<file path="config.mk">
export PLATFORM = sky130hd
export DESIGN_NAME = fir_l2_input_pack
export DESIGN_NICKNAME = d
export VERILOG_FILES = /design/src/rtl/fir_l2_pkg.sv /design/src/rtl/fir_l2_input_pack.sv
export SDC_FILE = /design/constraint.sdc
export NUM_CORES = 1
export LEC_CHECK = 0
export CORE_ASPECT_RATIO = 0.75
export CORE_MARGIN = 2
export CORE_UTILIZATION = 49
export CTS_BUF_LIST = sky130_fd_sc_hd__clkbuf_2
export DETAILED_ROUTE_END_ITERATION = 16
export DONT_BUFFER_PORTS = 1
export GPL_TIMING_DRIVEN = 0
export SYNTH_ARGS = -nofsm -noshare
export SYNTH_HDL_FRONTEND = slang
export SYNTH_SLANG_ARGS = --single-unit
</file>
<file path="constraint.sdc">
create_clock -name clk -period 3.3 [get_ports clk]
set_input_delay 0.66 -clock clk [delete_from_list [all_inputs] [get_ports clk]]
set_output_delay 0.66 -clock clk [all_outputs]
set_load 0.01 [all_outputs]
</file>
<file path="src/rtl/fir_l2_pkg.sv">
// Shared definitions for the L=2 parallel FIR and its input packer.
package fir_l2_pkg;

  // Sample width shared by the packer and the FIR top.
  localparam int unsigned FIR_DATA_IN_WIDTH = 16;

  // Packer state: whether an even sample is currently held.
  typedef enum logic {
    PACK_IDLE,
    PACK_HALF
  } pack_state_t;

endpackage

</file>
<file path="src/rtl/fir_l2_input_pack.sv">
// Serial-to-pair input stage for the L=2 parallel FIR.
// Packs consecutive samples into (even, odd) pairs on a registered two-lane output.
// Optional feature: define FIR_L2_PACK_FLUSH_EN to add a `flush` input that emits a
// pending half-pair as (even, 0).
module fir_l2_input_pack
  import fir_l2_pkg::*;
#(
  parameter int unsigned DATA_IN_WIDTH = FIR_DATA_IN_WIDTH,
  parameter int unsigned CNT_WIDTH     = 16
) (
  input  logic                            clk,
  input  logic                            reset_n,
  input  logic signed [DATA_IN_WIDTH-1:0] s_data,
  input  logic                            s_valid,
  output logic                            s_ready,
  output logic signed [DATA_IN_WIDTH-1:0] m_data_1,
  output logic signed [DATA_IN_WIDTH-1:0] m_data_2,
  output logic                            m_valid,
  input  logic                            m_ready,
`ifdef FIR_L2_PACK_FLUSH_EN
  input  logic                            flush,
`endif
  output logic [CNT_WIDTH-1:0]            pair_count
);

  pack_state_t                     state_q, state_d;
  logic signed [DATA_IN_WIDTH-1:0] even_q, even_d;
  logic signed [DATA_IN_WIDTH-1:0] data_1_q, data_1_d;
  logic signed [DATA_IN_WIDTH-1:0] data_2_q, data_2_d;
  logic                            valid_q, valid_d;
  logic [CNT_WIDTH-1:0]            count_q, count_d;

  logic out_free;
  logic in_xfer;
  logic out_xfer;
  logic do_flush;

  // Output slot can take a new pair when empty or being drained this cycle.
  always_comb begin
    out_free = !valid_q || m_ready;
    s_ready  = (state_q == PACK_IDLE) ? 1'b1 : out_free;
    in_xfer  = s_valid && s_ready;
    out_xfer = valid_q && m_ready;
  end

  // Flush only matters in PACK_HALF with no odd sample arriving; the input wins.
`ifdef FIR_L2_PACK_FLUSH_EN
  always_comb begin
    do_flush = flush && (state_q == PACK_HALF) && !in_xfer && out_free;
  end
`else
  always_comb begin
    do_flush = 1'b0;
  end
`endif

  // Next-state: pairing FSM, output register and hand-off counter.
  always_comb begin
    state_d  = state_q;
    even_d   = even_q;
    data_1_d = data_1_q;
    data_2_d = data_2_q;
    valid_d  = valid_q && !out_xfer;
    count_d  = out_xfer ? count_q + CNT_WIDTH'(1) : count_q;

    unique case (state_q)
      PACK_IDLE: begin
        if (in_xfer) begin
          even_d  = s_data;
          state_d = PACK_HALF;
        end
      end
      PACK_HALF: begin
        if (in_xfer) begin
          data_1_d = even_q;
          data_2_d = s_data;
          valid_d  = 1'b1;
          state_d  = PACK_IDLE;
        end else if (do_flush) begin
          data_1_d = even_q;
          data_2_d = '0;
          valid_d  = 1'b1;
          state_d  = PACK_IDLE;
        end
      end
      default: state_d = PACK_IDLE;
    endcase
  end

  // State registers; reset discards any held sample and pending pair.
  always_ff @(posedge clk or negedge reset_n) begin
    if (!reset_n) begin
      state_q  <= PACK_IDLE;
      even_q   <= '0;
      data_1_q <= '0;
      data_2_q <= '0;
      valid_q  <= 1'b0;
      count_q  <= '0;
    end else begin
      state_q  <= state_d;
      even_q   <= even_d;
      data_1_q <= data_1_d;
      data_2_q <= data_2_d;
      valid_q  <= valid_d;
      count_q  <= count_d;
    end
  end

  assign m_data_1   = data_1_q;
  assign m_data_2   = data_2_q;
  assign m_valid    = valid_q;
  assign pair_count = count_q;

endmodule

</file>
# Yosys cells after proc, flatten, opt, wreduce, memory -nomap -nowiden
# Cells that the tools add are included.
# word_totals
reg_bits,66
output_inout_bits,50
wordCells,22
# op_classes
reduce_logical,8
n_mux,6
bitwise_logic,1
addsub,1
# ops
cell,n
16-bit by 1-bit adder with 16-bit output (second input constant),1
1-bit 2-to-1 mux,5
2-bit AND reduction,2
1-bit logical AND,3
1-bit logical NOT,2
1-bit case mux with 2 select lines,1
1-bit logical OR,1
1-bit inverter,1

# Logic depth before layout (Yosys ltp)
# Gate-level depths: netlist of the first run.
# logic_depth
ltp_word,6
mapped_depth,7
depth_no_buf,5

# Least setup slack after synthesis of the first run
# No wires, ideal clock.
# synth_path
kind,input port to flip-flop
from,input port m_ready
to,register even_q[10]
cell_stages,6
required_time_ns,3.175
t_arrival_ns,2.142
path_slack_ns,1.033
path_cell_list,or3_2 -> and2_1 -> ha_1 -> clkbuf_1 -> buf_2 -> mux2_2
# synth_between
elab_chain_cells,4
# synth_lines
item,line_no,text
start: declaration,fir_l2_input_pack.sv:19,"input logic m_ready,"
1-bit logical OR,fir_l2_input_pack.sv:40,out_free = !valid_q || m_ready;
1-bit 2-to-1 mux,fir_l2_input_pack.sv:41,s_ready = (state_q == PACK_IDLE) ? 1'b1 : out_free;
1-bit logical AND,fir_l2_input_pack.sv:42,in_xfer = s_valid && s_ready;
2-bit AND reduction (no source line),n/a,
end signal: assignment,fir_l2_input_pack.sv:101,even_q <= even_d;
end: declaration,fir_l2_input_pack.sv:27,"logic signed [DATA_IN_WIDTH-1:0] even_q, even_d;"
# No other way between the ends.
# A chain may end at the register's enable or synchronous reset.

# Worst setup path after layout of the first run
# layout_path
from,register valid_q (netlist: m_valid)
to,register even_q[11]
# layout_between
elab_chain_cells,5
# layout_lines
item,line_no,text
start: declaration,fir_l2_input_pack.sv:30,"logic valid_q, valid_d;"
start signal: assignment,fir_l2_input_pack.sv:104,valid_q <= valid_d;
1-bit logical NOT,fir_l2_input_pack.sv:40,
1-bit logical OR,fir_l2_input_pack.sv:40,
1-bit 2-to-1 mux,fir_l2_input_pack.sv:41,
via s_ready,fir_l2_input_pack.sv:15,"output logic s_ready,"
1-bit logical AND,fir_l2_input_pack.sv:42,
2-bit AND reduction (no source line),n/a,
# The timed path passes the listed nets, and every way through them passes these cells.

==> impl_metrics.yaml, run 1 <==
cts:
  clk_root_buffer_cell: "sky130_fd_sc_hd__clkbuf_2"
  cts_tree: "done"
  cts_num_sinks: 66
  clk-insertion-delay-late_ns: 0.48
  clk_path_buf_depth: 2
  cts_htree_levels: 3
  cts-buffers-inserted: 9
  cts.reportedPaths.clkPinSlew_ns: 0.16
pwr:
  power.density_mw_per_mm2: 877
  cellLeakagePower_uw: 0.00124
  peakVddDrop_v: 0.000438
detailed_routing:
  detail_route.wirelength_mm: 4.76
  ant_nets: 0
  drcViolationCount: 0
  vias: 1404
  routed_wire_length_per_instance_um: 18.0
  detail_route.iter0.violations: 57
  vias_per_cell: 5.32
  drt_pass1_iterations: 4
synth:
  number_of_enable_flip_flop_cells_after_synthesis: 0
  synth-warning-count: 0
  syn_nets: 198
  synth_cell_types: 24
  synthFlopType: "sky130_fd_sc_hd__dfrtp_1"
  synth-seq-area-share: 0.635
  async_flop_share: 1.00
  synth_seq_cells: 66
  synth.cell_area_sq_mm: 0.00260
  syn-mean-instance-area_sq_um: 14.9
  synthCells: 175
place:
  detailedPlace.worstSlack_ns: 0.810
  finalWeightedCongestion: 0.779
  placement.io_buffers: 0
  place_hpwl_mm: 3.26
hold_path:
  holdCritStartpoint: "m_ready"
  classification_of_the_worst_slack_hold_path: "in -> reg"
  whs_endpoint: "m_valid"
  min_delay_path_depth: 1
setup_path:
  worst_setup_path_end_kind: "flip-flop"
  critPathArrivalTime_ns: 2.75
  worstSetupStartpointType: "flip-flop"
  r2r_start: "m_valid"
  path_max_fanout: 10
  crit_type: "reg -> reg"
  required_ns: 3.67
  reg2reg_slack_ns: 0.92
  cp-startpoint: "m_valid"
  critical_path.reg2reg.endpoint: "even_q[11]"
  ff2ff_path_depth: 7
sta:
  finalSetupViolations: 0
  setup_tns_ns: 0
  maxSlewViolCount: 0
  finalHoldViolations: 0
  clock.fmax_mhz: 421
  worst_slew_pin_slew_ns: 0.430
  slew_headroom: 0.714
  finClkSkew_ns: 0.0136
  min_period_over_period: 0.720
  fin_crit_ns: 2.38
  finalWorstSetupSlack_ns: 0.925
  rsz0062_at_grt: "false"
run_status:
  result_of_the_run: "finished clean"
final_layout:
  syn_to_layout_area_delta_pct: 7.69
  drive_gt1_frac: 0.380
  most_frequent_cells_in_the_layout: "sky130_fd_sc_hd__dfrtp_1 (66), sky130_fd_sc_hd__mux2_2 (48), sky130_fd_sc_hd__xnor2_1 (10), sky130_fd_sc_hd__clkbuf_2 (10), sky130_fd_sc_hd__nand3_1 (7)"
  finalNetCount: 211
  antenna-diode-count: 0
  final_common_cell: "sky130_fd_sc_hd__dfrtp_1"
floorplan:
  floorplan.die_area_sq_mm: 0.00592
  num_rows: 22
  die-width_um: 88.2
  effective_utilization_at_floorplan: 0.519
  io_pins: 70
  die_height_um: 67.1
  design.core.area_sq_mm: 0.00501
global_routing:
  grt_pass1_vias: 1622
  globalRouteOverflowTotal: 0
  grt_max_degree: 67
  grt_pass1_wl_mm: 8.06
  grt_usage: 0.190
  antenna_found_initial: 0
run:
  max_capacitance_violation_total: 0
## layer usage
metal / track usage / vias up / part of all wire
met4: 0.0455 / 0 / 0.0092
li1: - / 629 / -
met5: 0 / - / 0
met3: 0.118 / 6 / 0.084
met1: 0.227 / 718 / 0.44
met2: 0.295 / 51 / 0.47
## layout make-up
cell class | count | area, sq um
clock buffer | 10 | 50.0
inverter | 4 | 15.0
tap | 72 | 90.1
multi-input combinational | 99 | 908
buffer | 6 | 27.5
sequential | 66 | 1650
clock inverter | 5 | 22.5
timing repair buffer | 2 | 37.5
fill | 427 | 2210
## worst max path at each step
stage	to	slack, ns	cells past startpoint
3_3_place_gp	even_q[6]	0.83	6
5_1_grt	even_q[11]	0.78	7
4_1_cts	even_q[11]	0.88	7
2_1_floorplan	even_q[10]	1.03	6
3_5_place_dp	even_q[13]	0.81	6
6_report	even_q[11]	0.92	7
## through the flow
| step | hold slack, ns | std cells | util | power, uW | cell area (sq um) |
|---|---|---|---|---|---|
| 6_report | 0.274 | 264 | 0.559 | 2460 | 2800 |
| 5_1_grt | 0.176 | 264 | 0.559 | 2660 | 2800 |
| 4_1_cts | 0.00645 | 263 | 0.557 | 2490 | 2790 |
| 3_5_place_dp | 0.365 | 247 | 0.537 | 2120 | 2690 |
| 3_3_place_gp | 0.366 | 247 | 0.537 | 2070 | 2690 |
| 2_1_floorplan | 0.364 | 175 | - | 1950 | 2600 |
## where the power goes
group          internal [uW]  switching, uW  total, uW
Sequential              1150            365       1520
Combinational            364            223        587
Clock                   89.9            265        355
Total                   1610            853       2460
## timing repair
| action | 4_1_cts | 5_1_grt |
|---|---|---|
| hold buffers | 1 | 1 |
| hold endpoints to repair | 66 | 66 |
| gates resized for setup | 0 | 0 |
| buffers inserted | 0 | 0 |
## cells by family after synthesis
group                      Yosys count  synth area share
muxes                               49             0.212
and+or+nand+nor                     31            0.0702
buffers and inverters               10            0.0163
xor gates and xnor gates            15            0.0505
AOI/OAI and AO/OA                    1           0.00192
DFF                                 66             0.635
adders and majority gates            3            0.0144
## sequential cells by signal, summed over array words and instances (netlist names)
signal and cells:
even_q 16, pair_count 16, state_q 1, m_valid 1, m_data_1 16, m_data_2 16
## worst max-delay path, stage by stage (launching register included)
cell,delay [ns]
sky130_fd_sc_hd__dfrtp_1,0.54
sky130_fd_sc_hd__inv_1,0.10
sky130_fd_sc_hd__or3_2,0.48
sky130_fd_sc_hd__and2_1,0.20
sky130_fd_sc_hd__ha_1,0.17
sky130_fd_sc_hd__clkbuf_1,0.22
sky130_fd_sc_hd__buf_2,0.28
sky130_fd_sc_hd__mux2_2,0.29
## synth_stat cells (2+ instances only)
cell / instances / area share
sky130_fd_sc_hd__xor2_1: 5 / 0.017
sky130_fd_sc_hd__nand2_1: 6 / 0.0087
sky130_fd_sc_hd__clkbuf_1: 2 / 0.0029
sky130_fd_sc_hd__nor2_1: 4 / 0.0058
sky130_fd_sc_hd__buf_2: 4 / 0.0077
sky130_fd_sc_hd__and3_2: 2 / 0.0058
sky130_fd_sc_hd__nand3_1: 7 / 0.013
sky130_fd_sc_hd__mux2_2: 48 / 0.21
sky130_fd_sc_hd__ha_1: 3 / 0.014
sky130_fd_sc_hd__xnor2_1: 10 / 0.034
sky130_fd_sc_hd__nand4_1: 2 / 0.0048
sky130_fd_sc_hd__nor3_1: 2 / 0.0038
sky130_fd_sc_hd__dfrtp_1: 66 / 0.63
sky130_fd_sc_hd__inv_1: 4 / 0.0058
Power figures use the tool's default switching activity.
==> run 2: changes to the inputs <==
Settings changed: PLACE_DENSITY set to 0.66.
Clock period 3.3 ns to 2.1 ns, I/O delays scaled along.
==> impl_metrics.yaml, run 2 (synthesis results as in run 1) <==
cts:
  cts_htree_levels: 3
  cts-buffers-inserted: 9
  cts.reportedPaths.clkPinSlew_ns: 0.16
  clk_path_buf_depth: 2
  clk-insertion-delay-late_ns: 0.44
  cts_tree: "done"
  clk_root_buffer_cell: "sky130_fd_sc_hd__clkbuf_2"
  cts_num_sinks: 66
global_routing:
  grt_pass1_vias: 1517
  grt_usage: 0.172
  globalRouteOverflowTotal: 0
  antenna_found_initial: 0
  grt_pass1_wl_mm: 7.42
  grt_max_degree: 67
sta:
  slew_headroom: 0.781
  maxSlewViolCount: 0
  finClkSkew_ns: 0.0126
  final.hold.worst_slack_ns: 0.0882
  rsz0062_at_grt: "false"
  finalSetupViolations: 0
  fin_crit_ns: 1.89
  min_period_over_period: 0.901
  worst_slew_pin_slew_ns: 0.325
  finalHoldViolations: 0
  setup_tns_ns: 0
  clock.fmax_mhz: 528
final_layout:
  final_core_util: 0.571
  regArea_sq_mm: 0.00165
  syn_to_layout_area_delta_pct: 9.86
  antenna-diode-count: 0
  fillCellCount: 415
  final_area_sq_mm: 0.00286
  most_frequent_cells_in_the_layout: "sky130_fd_sc_hd__dfrtp_1 (65), sky130_fd_sc_hd__mux2_2 (48), sky130_fd_sc_hd__clkbuf_2 (12)"
  drive_gt1_frac: 0.415
  finalNetCount: 211
  multi_input_comb_area_sq_um: 930
  final_common_cell: "sky130_fd_sc_hd__dfrtp_1"
floorplan:
  die-width_um: 88.2
  design.core.area_sq_mm: 0.00501
  die_height_um: 67.1
  num_rows: 22
  io_pins: 70
  floorplan.die_area_sq_mm: 0.00592
  effective_utilization_at_floorplan: 0.519
place:
  dpl_cell_area_sq_mm: 0.00269
  place_hpwl_mm: 3.28
  finalWeightedCongestion: 0.698
  placement.io_buffers: 0
run:
  max_capacitance_violation_total: 0
setup_path:
  worstSetupEndpoint: "m_data_1[12]"
  ff2ff_path_depth: 6
  critical_path.reg2reg.endpoint: "m_data_1[12]"
  crit_type: "reg -> reg"
  critPathArrivalTime_ns: 2.23
  worstSetupStartpointType: "flip-flop"
  worst_setup_path_end_kind: "flip-flop"
  path_max_fanout: 10
  reg2reg_slack_ns: 0.21
  r2r_start: "state_q"
  cp-startpoint: "state_q"
  required_ns: 2.43
run_status:
  result_of_the_run: "finished clean"
detailed_routing:
  ant_nets: 0
  drcViolationCount: 0
  vias_per_cell: 5.31
  routed_wire_length_per_instance_um: 17.2
  detail_route.iter0.violations: 60
  detail_route.wirelength_mm: 4.55
  drt_pass1_iterations: 4
  vias: 1408
pwr:
  peakVddDrop_v: 0.000711
  power.total_uw: 3920
  power.density_mw_per_mm2: 1370
  cellLeakagePower_uw: 0.00126
hold_path:
  classification_of_the_worst_slack_hold_path: "in -> reg"
==> run 2: timing repair <==
action | 4_1_cts | 5_1_grt
endpoints found under the hold margin | 66 | 1
buffers inserted | 0 | 1
gates resized for setup | 9 | 3
gates cloned | 0 | 0
endpoints found under the setup margin | 46 | 17
hold buffers | 2 | 1
==> run 2: per-stage QoR <==
step                std cells  setup WS (ns)
floorplan                 175         0.0240
global placement          247         -0.222
detailed placement        247         -0.253
CTS                       263         0.0206
global route              265          0.116
finish                    265          0.207
==> run 2: layout make-up <==
| cell class | instances | area share |
|---|---|---|
| Tap cell | 72 | 0.0315 |
| Multi-Input combinational cell | 99 | 0.325 |
| Clock inverter | 4 | 0.00656 |
| Inverter | 4 | 0.00525 |
| Clock buffer | 12 | 0.0210 |
| Sequential cell | 66 | 0.578 |
| Timing Repair Buffer | 4 | 0.0193 |
| Buffer | 4 | 0.0131 |
==> run 2: layer usage <==
| metal | global-route usage | vias up | share of wire |
|---|---|---|---|
| li1 | - | 634 | - |
| met1 | 0.222 | 709 | 0.43 |
| met2 | 0.263 | 58 | 0.47 |
| met3 | 0.0743 | 7 | 0.091 |
| met4 | 0.0568 | 0 | 0.010 |
| met5 | 0 | - | 0 |
==> run 2: how the worst min path moves through the flow <==
stage / start / end / slack, ns / cells after the start
floorplan: reset_n / even_q[0] / 0.12 / 0
global placement: reset_n / m_data_2[9] / 0.13 / 0
detailed placement: reset_n / m_data_2[9] / 0.13 / 0
CTS: m_ready / m_valid / 0.007 / 1
global route: s_data[11] / even_q[11] / 0.02 / 1
finish: s_valid / m_valid / 0.09 / 2
==> run 2: critical path: stages (launching register included) <==
cell	delay [ns]
sky130_fd_sc_hd__dfrtp_1	0.40
sky130_fd_sc_hd__inv_1	0.09
sky130_fd_sc_hd__or3_4	0.42
sky130_fd_sc_hd__and2_4	0.19
sky130_fd_sc_hd__ha_2	0.21
sky130_fd_sc_hd__buf_4	0.20
sky130_fd_sc_hd__mux2_2	0.27
==> run 2: power by group <==
part | internal, uW | switching [uW] | total [uW]
combinational | 627 | 352 | 979
sequential | 1810 | 567 | 2380
clock | 162 | 400 | 563
==> variant 1: new RTL, flow settings as in run 1 <==
Change the parameter `CNT_WIDTH` from 16 to 24.
--- a/src/rtl/fir_l2_input_pack.sv
+++ b/src/rtl/fir_l2_input_pack.sv
@@ -7,5 +7,5 @@
 #(
   parameter int unsigned DATA_IN_WIDTH = FIR_DATA_IN_WIDTH,
-  parameter int unsigned CNT_WIDTH     = 16
+  parameter int unsigned CNT_WIDTH     = 24
 ) (
   input  logic                            clk,
Ports: changed (resized pair_count); port bits go from 70 to 78. No check against the original RTL was run, so the function may have changed too.
==> variant 1 against run 1 <==
  * Core utilization is 1.1 points lower
  * Routed wire length is 14% higher
  * Power is 5.5% higher
  * Design area is 15% higher
  * Clock skew is 0.011 ns higher
  * Synthesized area is 15% higher
  * Maximum frequency is 0.25% lower
  * Setup slack worse by 0.0061 ns
  * Sequential cell count is 8 higher
  * Largest power group unchanged
==> variant 1: results (changes against run 1) <==
power:
  vdd_drop_max_mv: 0.4859  # +11%
  power_leakage_nw: 1.414  # +14%
critical_path:
  critPathLaunch: "m_valid"
  critPathArrivalTime_ns: 2.77  # +0.02 ns
  reg2reg_to: "even_q[8]"
  crit_path_max_fanout: 10  # unchanged
finish:
  n_antenna_cell: 0  # unchanged
  drive_above_1_share_pct: 33.78  # -4.2 points
  fillers: 481  # +13%
  nets: 243  # +15%
global_routing:
  grt_use_total_pct: 18.17  # -0.85 points
  grt_max_degree: 75  # +12%
  grt_pass1_vias: 1823  # +12%
  grt_pass1_wl_um: 9101  # +13%
synth:
  ys.warnings.count: 0  # unchanged
  synth_cell_type_count: 21  # -13%
  synth_nets: 230  # +16%
  synth-seq-area-share_pct: 61.74  # -1.7 points
  synth.area.top_cells: "dfrtp_1, mux2_2, xnor2_1, nor4_4, nand4_1"
  netlist_top_cells_count: "dfrtp_1, mux2_2, xnor2_1, nand2_1, nand3_1"
detailed_routing:
  drt_iter0_markers: 53  # -7.0%
  vias_per_cell: 5.482  # +3.1%
  wirelength_um: 5412  # +14%
clocking:
  cts_max_level: 3  # unchanged
placement:
  routabilityCongestion: 0.7810  # +0.21%
  post-place-ws_ns: 0.7778  # -0.03174 ns
  post-dp-hpwl_um: 3829  # +17%
timing:
  skew_ns: 0.02462  # +0.01106 ns
  clock.fmax_mhz: 420.0  # -0.25%
  slew_headroom_pct: 65.34  # -6.0 points
status:
  outcome: "complete, no violations"
-- variant 1: cell types whose count changed after synthesis, sizes merged, moves of 3 or more --
cell,before,now
dfrtp,66,74
nand2,6,11
nand4,3,8
xnor2,10,21
xor2,5,2
-- variant 1: report_power, final --
part	internal, W	switching [W]	leakage (nW)
clock	0.000103	0.000287	0.0631
combinational	0.000363	0.000236	0.435
sequential	0.00125	0.000356	0.916
-- variant 1: stage by stage --
stage               hold slack, ns  instance area (µm²)  util (%)  instances
finish                      0.2773                 3213     54.87        303
global route                0.2255                 3213     54.87        303
CTS                         0.2136                 3213     54.87        303
detailed placement          0.3653                 3097     52.88        285
global placement            0.3658                 3097     52.88        285
floorplan                   0.3644                 2999         -        207
-- variant 1: routing by layer --
| layer | up-vias | routed length, µm | GRT usage [%] |
|---|---|---|---|
| met1 | 852 | 2353 | 23.07 |
| met3 | 6 | 474 | 9.253 |
| met2 | 60 | 2532 | 27.46 |
| li1 | 743 | - | - |
| met4 | 0 | 52 | 5.636 |
| met5 | - | 0 | 0 |
-- variant 1: what timing repair did --
item	4_1_cts	5_1_grt
hold buffers	2	0
hold endpoints to repair	74	0
endpoints found under the setup margin	0	0
-- variant 1: worst min path at each step --
stage | cells past startpoint | startpoint | endpoint | slack [ns]
after floorplan | 0 | reset_n | even_q[0] | 0.36
after global routing | 1 | m_ready | m_valid | 0.23
after detailed placement | 0 | reset_n | m_data_1[5] | 0.37
after CTS | 1 | m_ready | m_valid | 0.21
final | 1 | m_ready | m_valid | 0.28
after global placement | 0 | reset_n | m_data_1[5] | 0.37
-- variant 1: final cells by class --
class                           count  area share (%)
Multi-Input combinational cell    122           34.27
Sequential cell                    74           57.63
Tap cell                           78           3.037
Clock inverter                      4          0.5841
Clock buffer                       12           1.869
Buffer                              6          0.8567
Inverter                            5          0.5841
Timing Repair Buffer                2           1.168
-- variant 1: worst register-to-register path: cells and delay by family (launching register included) --
| family | cells | cell delay (ns) |
|---|---|---|
| multiplexers | 1 | 0.30 |
| adder cells (fa/ha/maj) | 1 | 0.17 |
| AND/OR/NAND/NOR | 2 | 0.68 |
| buffers and inverters | 3 | 0.60 |
| flip-flops | 1 | 0.54 |
-- variant 1: cells by family (layout without fill, tap and decap cells) --
kind of cell	Yosys count	after routing	synth area share [%]
AO/OA/AOI/OAI	1	1	0.1667
XOR/XNOR	23	23	6.717
adder cells (fa/ha/maj)	3	3	1.252
buffers and inverters	11	29	1.544
flip-flops	74	74	61.74
multiplexers	49	49	18.40
AND/OR/NAND/NOR	46	46	10.18
==> variant 2: new RTL, config.mk and constraints of run 1 <==
Made on the original files. Take the reset off `data_2_q` and load it in a clocked block of its own.
--- a/src/rtl/fir_l2_input_pack.sv
+++ b/src/rtl/fir_l2_input_pack.sv
@@ -94,5 +94,4 @@
       even_q   <= '0;
       data_1_q <= '0;
-      data_2_q <= '0;
       valid_q  <= 1'b0;
       count_q  <= '0;
@@ -101,8 +100,11 @@
       even_q   <= even_d;
       data_1_q <= data_1_d;
-      data_2_q <= data_2_d;
       valid_q  <= valid_d;
       count_q  <= count_d;
     end
+  end
+
+  always_ff @(posedge clk) begin
+    data_2_q <= data_2_d;
   end
 
Formal check against the unedited RTL: differs if reset_n is asserted again (counterexample within 4 cycles, from zero or initial values and one cycle with reset_n low); with reset_n held inactive, the same outputs for 10 cycles.
==> variant 2 against run 1 <==
  * Synthesized area is 4.9% lower
  * Global-route usage is 1.9 points lower
  * Setup slack worse by 0.52 ns
  * Routed wire length is 11% lower
  * Sequential cell count stayed put
  * Design area is 4.0% lower
  * Power is 5.6% lower
  * Core utilization is 0.71 points lower
  * Critical path depth stayed put
  * Clock skew is 0.0047 ns higher
  * Highest routed layer unchanged
==> variant 2: results (changes against run 1) <==
status:
  outcome: "complete, no violations"
synth:
  synth_cell_type_count: 24  # unchanged
  netlist_top_cells_count: "dfrtp_1, mux2_2, edfxtp_1, xnor2_1, nand2_1"
  syn_area_per_cell_um2: 16.08  # +8.1%
  synth-seq-area-share_pct: 69.93  # +6.5 points
  ys.warnings.count: 0  # unchanged
  async_reset_ff_share_pct: 75.76  # -24 points
  synth_edf_count: 16  # +16
  synth_nets: 177  # -11%
  synth.area.top_cells: "dfrtp_1, edfxtp_1, mux2_2, xnor2_1, xor2_1"
  ys.flop_type: "dfrtp_1"
timing:
  skew_ns: 0.01825  # +0.004698 ns
  slew_headroom_pct: 43.35  # -28 points
  hold_slack_ns: 0.2558  # -0.01867 ns
critical_path:
  critPathArrivalTime_ns: 3.27  # +0.52 ns
  critPathMaxStageDelay_ns: 0.72  # +0.18 ns
  critPathTopFamily: "buffers and inverters"
  cp_slowest_cell: "ha_1"
  r2r_slack_ns: 0.40  # -0.52 ns
  crit_path_max_fanout: 17  # +7
finish:
  n_antenna_cell: 0  # unchanged
  instances_no_fill: 232  # -12%
  drive_above_1_share_pct: 32.56  # -5.5 points
  nets: 190  # -10%
  fillers: 378  # -11%
clocking:
  insertion_delay_ns: 0.48  # about the same
  cts_buffers: 9  # unchanged
  cts_max_level: 3  # unchanged
  clk_pin_slew_ns: 0.17
placement:
  routabilityCongestion: 0.6762  # -13%
  placedCellCount: 214  # -13%
  io_buffers: 0  # unchanged
  post-dp-hpwl_um: 2958  # -9.3%
power:
  swShare_pct: 31.91  # -2.8 points
  power_leakage_nw: 1.141  # -7.9%
  vdd_drop_max_mv: 0.4651  # +6.3%
detailed_routing:
  wirelength_um: 4236  # -11%
  drt_iter0_markers: 43  # -25%
  vias_per_cell: 5.297  # -0.39%
  firstDrtPassIters: 2  # -2
global_routing:
  grt_use_total_pct: 17.07  # -1.9 points
  antenna_found_initial: 0  # unchanged
  grt_pass1_wl_um: 6913  # -14%
  grt_pass1_vias: 1379  # -15%
  grt_max_degree: 51  # -24%
hold_path:
  hold_path_class: "input pin to register"
-- variant 2: cell count changes after synthesis, sizes merged, moves of 2 or more --
cell | before | now
nand3 | 8 | 3
buf | 4 | 2
edfxtp | 0 | 16
mux2 | 49 | 33
dfrtp | 66 | 50
-- variant 2: cell type report --
| class | count | area [µm²] | share of cell area, % |
|---|---|---|---|
| sequential | 66 | 1732 | 64.34 |
| multi-input combinational | 79 | 708.2 | 26.31 |
| tap | 60 | 75.07 | 2.789 |
| clock buffer | 11 | 55.05 | 2.046 |
| clock inverter | 5 | 47.55 | 1.767 |
| timing repair buffer | 2 | 37.54 | 1.395 |
| inverter | 5 | 18.77 | 0.6974 |
| buffer | 4 | 17.52 | 0.6509 |
-- variant 2: stage by stage --
step           area [µm²]  worst slack, ns  utilization, %
2_1_floorplan        2476           0.8214               -
3_3_place_gp         2551           0.3490           52.36
3_5_place_dp         2551           0.2921           52.36
4_1_cts              2691           0.3417           55.24
5_1_grt              2691           0.1784           55.24
6_report             2691           0.4015           55.24
-- variant 2: layer usage --
| layer | track usage, % | vias to the layer above | routed length, µm |
|---|---|---|---|
| met2 | 27.62 | 48 | 2031 |
| met3 | 10.43 | 9 | 391 |
| met4 | 7.143 | 0 | 66 |
| met1 | 18.00 | 612 | 1747 |
| li1 | - | 560 | - |
| met5 | 0 | - | 0 |
-- variant 2: final timing paths --
| path | endpoint | from | cells past startpoint |
|---|---|---|---|
| setup / recovery | m_data_1[6] | m_valid | 7 |
| hold / removal | m_data_2[14] | s_data[14] | 0 |
| setup reg to reg | m_data_1[6] | m_valid | 7 |
| hold reg to reg | m_data_1[2] | even_q[2] | 1 |
| max in group asynchronous | even_q[7] | reset_n | 2 |
| min in group asynchronous | m_data_1[0] | reset_n | 2 |
-- variant 2: power by group through the flow --
stage / clock network, W / registers [W] / logic [W]
2_1_floorplan: 0 / 0.00138 / 0.000384
3_3_place_gp: 0 / 0.00143 / 0.000429
3_5_place_dp: 0 / 0.00145 / 0.000456
4_1_cts: 0.000450 / 0.00143 / 0.000475
5_1_grt: 0.000491 / 0.00147 / 0.000521
6_report: 0.000435 / 0.00142 / 0.000465
-- variant 2: timing repair --
item,CTS,global route
hold endpoints to repair,50,0
hold buffers,2,0
setup endpoints to repair,0,0
-- variant 2: logic make-up (layout without fill, tap and decap cells) --
kind of cell / Yosys count / count (layout) / synth area share, %
AO/OA/AOI/OAI: 1 / 1 / 0.2019
XOR/XNOR: 15 / 15 / 5.305
adder cells (fa/ha/maj): 3 / 3 / 1.516
buffers and inverters: 9 / 27 / 1.466
flip-flops: 66 / 66 / 69.93
multiplexers: 33 / 33 / 15.01
AND/OR/NAND/NOR: 27 / 27 / 6.569
